### src/rtl/param_topk_voter.sv
// Streaming top-K nearest-neighbour list with a majority vote over the retained labels.
// Candidates are insertion-sorted on acceptance; the vote then scans one rank per cycle.
module param_topk_voter #(
    parameter int unsigned K       = 5,
    parameter int unsigned DIST_W  = 18,
    parameter int unsigned LABEL_W = 2
) (
    input  logic                           clk,
    input  logic                           rst,
    input  logic                           start,
    input  logic                           valid_in,
    input  logic [DIST_W-1:0]              dist_in,
    input  logic [LABEL_W-1:0]             label_in,
    input  logic                           last_in,
    output logic                           in_ready,
    output logic [K*(DIST_W+LABEL_W)-1:0]  sorted_list,
    output logic [4:0]                     count,
    output logic [LABEL_W-1:0]             result_label,
    output logic                           done
);

    localparam int unsigned ENT_W   = DIST_W + LABEL_W;
    localparam int unsigned NUM_LBL = 1 << LABEL_W;
    localparam logic [4:0]  K5      = 5'(K);
    localparam logic [4:0]  KM1     = 5'(K - 1);

    localparam logic [1:0] IDLE    = 2'd0;
    localparam logic [1:0] COLLECT = 2'd1;
    localparam logic [1:0] VOTE    = 2'd2;
    localparam logic [1:0] DONE    = 2'd3;

    logic [1:0]         state;
    logic [DIST_W-1:0]  dist_q    [K];
    logic [LABEL_W-1:0] label_q   [K];
    logic [DIST_W-1:0]  nxt_dist  [K];
    logic [LABEL_W-1:0] nxt_label [K];
    logic [4:0]         count_q;
    logic [4:0]         scan_idx;
    logic [4:0]         vote_cnt  [NUM_LBL];
    logic [4:0]         best_cnt;
    logic [LABEL_W-1:0] best_label;
    logic [LABEL_W-1:0] result_q;

    logic [4:0]         ins_pos;
    logic               found;
    logic [LABEL_W-1:0] cur_label;
    logic               scan_valid;
    logic [4:0]         vote_inc;
    logic               take;
    logic [LABEL_W-1:0] win_label;

    // Strict '<' places a new entry behind any equal distance, keeping ties in arrival order.
    always_comb begin
        ins_pos = '0;
        found   = 1'b0;
        for (int unsigned i = 0; i < K; i++) begin
            if (!found && ((5'(i) >= count_q) || (dist_in < dist_q[i]))) begin
                ins_pos = 5'(i);
                found   = 1'b1;
            end
        end
    end

    always_comb begin
        for (int unsigned i = 0; i < K; i++) begin
            nxt_dist[i]  = dist_q[i];
            nxt_label[i] = label_q[i];
        end
        if (found && (ins_pos == 5'd0)) begin
            nxt_dist[0]  = dist_in;
            nxt_label[0] = label_in;
        end
        for (int unsigned i = 1; i < K; i++) begin
            if (found && (5'(i) == ins_pos)) begin
                nxt_dist[i]  = dist_in;
                nxt_label[i] = label_in;
            end else if (found && (5'(i) > ins_pos)) begin
                nxt_dist[i]  = dist_q[i-1];
                nxt_label[i] = label_q[i-1];
            end
        end
    end

    always_comb begin
        cur_label = '0;
        for (int unsigned i = 0; i < K; i++) begin
            if (5'(i) == scan_idx) begin
                cur_label = label_q[i];
            end
        end
        scan_valid = (scan_idx < count_q);
        vote_inc   = vote_cnt[cur_label] + 5'd1;
        take       = scan_valid && (vote_inc > best_cnt);
        win_label  = take ? cur_label : best_label;
    end

    always_ff @(posedge clk or posedge rst) begin
        if (rst) begin
            state      <= IDLE;
            count_q    <= '0;
            scan_idx   <= '0;
            best_cnt   <= '0;
            best_label <= '0;
            result_q   <= '0;
            for (int unsigned i = 0; i < K; i++) begin
                dist_q[i]  <= '1;
                label_q[i] <= '0;
            end
            for (int unsigned l = 0; l < NUM_LBL; l++) begin
                vote_cnt[l] <= '0;
            end
        end else if (start) begin
            state      <= COLLECT;
            count_q    <= '0;
            scan_idx   <= '0;
            best_cnt   <= '0;
            best_label <= '0;
            result_q   <= '0;
            for (int unsigned i = 0; i < K; i++) begin
                dist_q[i]  <= '1;
                label_q[i] <= '0;
            end
            for (int unsigned l = 0; l < NUM_LBL; l++) begin
                vote_cnt[l] <= '0;
            end
        end else begin
            case (state)
                COLLECT: begin
                    if (valid_in) begin
                        for (int unsigned i = 0; i < K; i++) begin
                            dist_q[i]  <= nxt_dist[i];
                            label_q[i] <= nxt_label[i];
                        end
                        if (count_q < K5) begin
                            count_q <= count_q + 5'd1;
                        end
                        if (last_in) begin
                            state <= VOTE;
                        end
                    end
                end
                VOTE: begin
                    if (scan_valid) begin
                        vote_cnt[cur_label] <= vote_inc;
                    end
                    if (take) begin
                        best_cnt   <= vote_inc;
                        best_label <= cur_label;
                    end
                    // The last rank's vote is folded in combinationally so result_label is final in DONE.
                    if (scan_idx == KM1) begin
                        state    <= DONE;
                        result_q <= win_label;
                    end else begin
                        scan_idx <= scan_idx + 5'd1;
                    end
                end
                DONE:    state <= IDLE;
                default: state <= IDLE;
            endcase
        end
    end

    for (genvar g = 0; g < K; g++) begin : g_pack
        assign sorted_list[g*ENT_W +: ENT_W] = {dist_q[g], label_q[g]};
    end

    assign in_ready     = (state == COLLECT);
    assign done         = (state == DONE);
    assign count        = count_q;
    assign result_label = result_q;

endmodule

### config.mk
export PLATFORM = sky130hd
export DESIGN_NAME = param_topk_voter
export DESIGN_NICKNAME = d
export VERILOG_FILES = /design/src/rtl/param_topk_voter.sv
export SDC_FILE = /design/constraint.sdc
export NUM_CORES = 1
export LEC_CHECK = 0
export CAP_MARGIN = 10
export CELL_PAD_IN_SITES_DETAIL_PLACEMENT = 0
export CELL_PAD_IN_SITES_GLOBAL_PLACEMENT = 2
export CORE_UTILIZATION = 31
export DETAILED_ROUTE_END_ITERATION = 10
export PLACE_DENSITY = 0.74
export RECOVER_POWER = 100
export SLEW_MARGIN = 5
export SYNTH_ARGS = -nofsm -noshare
export SYNTH_HDL_FRONTEND = slang
export SYNTH_SLANG_ARGS = --single-unit
### constraint.sdc
create_clock -name clk -period 4.4 [get_ports clk]
set_input_delay 1.1 -clock clk [delete_from_list [all_inputs] [get_ports clk]]
set_output_delay 1.1 -clock clk [all_outputs]
set_load 0.1 [all_outputs]
==> impl_metrics.tcl <==
set metrics [dict create \
    outcome "finished with violations" \
    failed_checks "max-capacitance violations, max-slew violations" \
    net_switching_power_of_the_design_mw 1.65 \
    synth_cell_type_count 67 \
    worst_r2r_path_depth 18 \
    vias_per_cell 5.11 \
    globalRoute.totalOverflow 0 \
    floorplan.die.height_um 176 \
    clock_sink_count 141 \
    worstSkewPairLatency_ns 0.43 \
    synth-async-reset-ratio_pct 100 \
    min_delay_worst_endpoint "sorted_list[82]" \
    netlist.area_leader.share_pct 25.2 \
    drt_pre_antenna_iters 5 \
    whs_ns 0.490 \
    combPwrFrac_pct 31.4 \
    finalHoldViolations 0 \
    cts_made_buffers 17 \
    clockPowerShare_pct 33.0 \
    critical_path.slowest_cell "sky130_fd_sc_hd__dlygate4sd3_1" \
    placement.cell_area_mm2 0.0115 \
    start_util_pct 31.6 \
    achievable-frequency_mhz 242 \
    wl_met3_mm 1.41 \
    yosys_most_used_dff "sky130_fd_sc_hd__dfstp_2" \
    critPathMaxStageDelay_ns 0.79 \
    first_global_vias 8036 \
    synth_nets 1119 \
    grt_start_max_net_pins 142 \
    worst_slew_margin_rel_pct -37.6 \
    synth_seq_area_share_pct 38.8 \
    fp.dieArea_mm2 0.0310 \
    pwr_density_cell_mw_per_mm2 352 \
    max_cap_viol_count 3 \
    fin_tns_setup_ns 0 \
    dpl_worst_slack_ns 0.0129 \
    count_of_hold_buffers_inserted_by_post_cts_repair 0 \
    clock_tree_from_tritoncts "done" \
    layout.nets 1279 \
    cts_root_buffer "sky130_fd_sc_hd__clkbuf_16" \
    synth_top_cells_by_area "sky130_fd_sc_hd__dfstp_2 (25%), sky130_fd_sc_hd__ha_1 (14%), sky130_fd_sc_hd__dfrtp_1 (14%)" \
    place.gp.congestion 0.815 \
    synth_top_cells_by_count "sky130_fd_sc_hd__inv_1 (134), sky130_fd_sc_hd__ha_1 (105), sky130_fd_sc_hd__dfstp_2 (90), sky130_fd_sc_hd__nor2_1 (88), sky130_fd_sc_hd__dfrtp_1 (51)" \
    worstPathCellList "dlygate4sd3_1, ha_1, a21o_1, a21oi_1, o21ai_0, and4_1, o21ai_1, nor2_2, a41o_1, buf_4, a221oi_1" \
    num-fill-cells 2954 \
    critical_path_class "primary input to flop" \
    cp_data_arrival_time_ns 4.45 \
    ys.warnings.count 0 \
    grt_setup_unrepaired "false" \
    vdd.ir_drop.worst_uv 255 \
    seq_power_share_pct 35.6 \
    core_area_mm2 0.0297 \
    yosys_register_bits 141 \
    synth_area_mm2 0.00939 \
    power_switching_share_pct 39.2 \
    cts.clk_slew.worst_paths_ns 0.07 \
    drt-total-wl_mm 30.2 \
    slew_violations 151 \
    synthMostInstantiatedCell "sky130_fd_sc_hd__inv_1" \
    drtAntennaViolNets 0 \
    timing.rr.end "best_label[1]" \
    worstSetupStartpointType "primary input" \
    hold_path.startpoint "sorted_list[82]" \
    met2_wirelength_mm 14.0 \
    critPathRequiredTime_ns 4.73 \
    launching_point_of_the_worst_reg2reg_path "scan_idx[0]" \
    kind_of_end_point_of_the_critical_path "flop" \
    cts-htree-levels 4 \
    holdPathStages 2 \
    track_usage_pct 20.0 \
    top_routing_layer_in_use "met4" \
    num_antenna_cells 0 \
    drt-initial-drc-count 432 \
    tightestPinTransition_ns 2.06 \
    placement_rows 63 \
    period_share_pct 93.8 \
    min-delay-path-class "flop to flop" \
    avgSynthCellArea_um2 9.50 \
    io_pins 134 \
    antenna_found_initial 0 \
    met1Wirelength_mm 14.3 \
    hpwl_mm 22.6 \
    power_leakage_nw 5.61 \
    internal-power_mw 2.56 \
    critical_path.max_fanout 18 \
    number_of_i_o_port_buffers 133 \
    drt_drc_violations_left 0 \
    period_needed_ns 4.13 \
    utilization_pct 40.3 \
    post_route_cells_drive_above_1_share_pct 16.7 \
    setup_viol 0 \
    drt_wl_cell_um 19.4 \
    syn-instance-count 989 \
    die-width_um 176 \
    clockBufferDepth 2 \
    final.setup.worst_slack_ns 0.274 \
    route.vias.total 7928 \
    syn_to_final_growth_pct 27.4 \
    setup_skew_ns 0.0144 \
    synth-edff-count 0 \
    final_design_area_no_fill_mm2 0.0120 \
    synth_top_cell_by_area "sky130_fd_sc_hd__dfstp_2" \
    r2r_setup_slack_ns 0.38 \
    wire_length_of_the_first_global_routing_pass_mm 47.1 \
]
==> sequential cells by signal, summed over array words and instances, names as in the netlist <==
signal        cells
best_label        2
state             2
vote_cnt         20
count             5
sorted_list     100
best_cnt          5
result_label      2
scan_idx          5
==> final cells by class <==
class	instances	area (um^2)	area share, %
multi-input cells	665	5010	41.9
flip-flops and latches	141	3640	30.4
repair buffers	190	1770	14.8
inverters	134	507	4.23
well taps	390	488	4.08
clock buffers	19	433	3.62
clock inverters	13	115	0.962
==> power by group through the flow <==
| stage | Combinational [mW] | Sequential, mW | Clock (mW) |
|---|---|---|---|
| after floorplan | 0.581 | 1.89 | 0 |
| after CTS | 1.38 | 1.50 | 1.43 |
| after detailed placement | 1.37 | 1.52 | 0 |
| after global placement | 1.37 | 1.52 | 0 |
| final | 1.33 | 1.50 | 1.39 |
| after global routing | 1.43 | 1.51 | 1.47 |
==> critical path: cells and delay by family <==
family | cells | cell delay [ns]
buffers and inverters | 2 | 1.00
adder cells (fa/ha/maj) | 1 | 0.32
AND/OR/NAND/NOR | 2 | 0.50
AO/OA/AOI/OAI | 6 | 1.51
==> per-layer routing <==
metal	vias to the layer above	GRT usage, %
li1	3879	-
met1	3839	28.0
met2	185	32.0
met3	25	3.01
met4	0	5.29
met5	-	0
==> how the worst max path moves through the flow <==
stage,startpoint,cells past startpoint,to,slack [ns]
6_report,dist_in[3],11,sorted_list[89],0.27
5_1_grt,dist_in[3],11,sorted_list[95],0.007
4_1_cts,scan_idx[0],18,best_label[1],0.13
3_5_place_dp,dist_in[2],10,sorted_list[84],0.01
3_3_place_gp,dist_in[2],10,sorted_list[82],-0.02
2_1_floorplan,sorted_list[0],18,best_cnt[3],0.36
==> what timing repair did <==
item / CTS / global route
buffers inserted: 0 / 3
endpoints found under the setup margin: 0 / 9
gates resized for setup: 0 / 3
==> cell families after synthesis <==
| group | Yosys count | share of synthesized area [%] |
|---|---|---|
| AOI/OAI and AO/OA | 261 | 20.0 |
| DFF | 141 | 38.8 |
| muxes | 49 | 5.37 |
| adders and majority gates | 105 | 14.0 |
| xor gates and xnor gates | 9 | 0.919 |
| and+or+nand+nor | 240 | 13.1 |
| buffers and inverters | 184 | 7.85 |
==> layout by cell type (no fill, tap or decap), types with 4 or more instances in the layout <==
master / netlist / routed
sky130_fd_sc_hd__a211oi_1: 22 / 21
sky130_fd_sc_hd__a21o_1: 21 / 21
sky130_fd_sc_hd__a21oi_1: 50 / 50
sky130_fd_sc_hd__a221oi_1: 34 / 34
sky130_fd_sc_hd__a2bb2oi_1: 36 / 36
sky130_fd_sc_hd__a31oi_1: 4 / 4
sky130_fd_sc_hd__buf_4: 1 / 47
sky130_fd_sc_hd__clkbuf_1: 29 / 6
sky130_fd_sc_hd__clkbuf_16: 0 / 17
sky130_fd_sc_hd__clkdlybuf4s50_1: 0 / 19
sky130_fd_sc_hd__clkinvlp_4: 0 / 5
sky130_fd_sc_hd__dfrtp_1: 51 / 51
sky130_fd_sc_hd__dfstp_2: 90 / 90
sky130_fd_sc_hd__dlygate4sd3_1: 0 / 113
sky130_fd_sc_hd__ha_1: 105 / 105
sky130_fd_sc_hd__inv_1: 134 / 133
sky130_fd_sc_hd__mux2i_1: 47 / 47
sky130_fd_sc_hd__nand2_1: 43 / 43
sky130_fd_sc_hd__nand2b_1: 12 / 12
sky130_fd_sc_hd__nand3_1: 14 / 14
sky130_fd_sc_hd__nand4_1: 14 / 15
sky130_fd_sc_hd__nor2_1: 88 / 88
sky130_fd_sc_hd__nor2b_1: 5 / 5
sky130_fd_sc_hd__nor3_1: 20 / 20
sky130_fd_sc_hd__nor4_1: 3 / 5
sky130_fd_sc_hd__o211ai_1: 17 / 17
sky130_fd_sc_hd__o21a_1: 4 / 4
sky130_fd_sc_hd__o21ai_0: 38 / 36
sky130_fd_sc_hd__o22ai_1: 9 / 9
sky130_fd_sc_hd__o31ai_1: 4 / 4
sky130_fd_sc_hd__or4_1: 18 / 18
sky130_fd_sc_hd__xor2_1: 5 / 5
==> through the flow <==
step / total power, mW / instances
after floorplan: 2.47 / 989
after global placement: 2.89 / 1516
after detailed placement: 2.89 / 1516
after CTS: 4.31 / 1548
after global routing: 4.41 / 1552
final: 4.22 / 1552
Note: power is estimated with default switching activity, not from simulation.
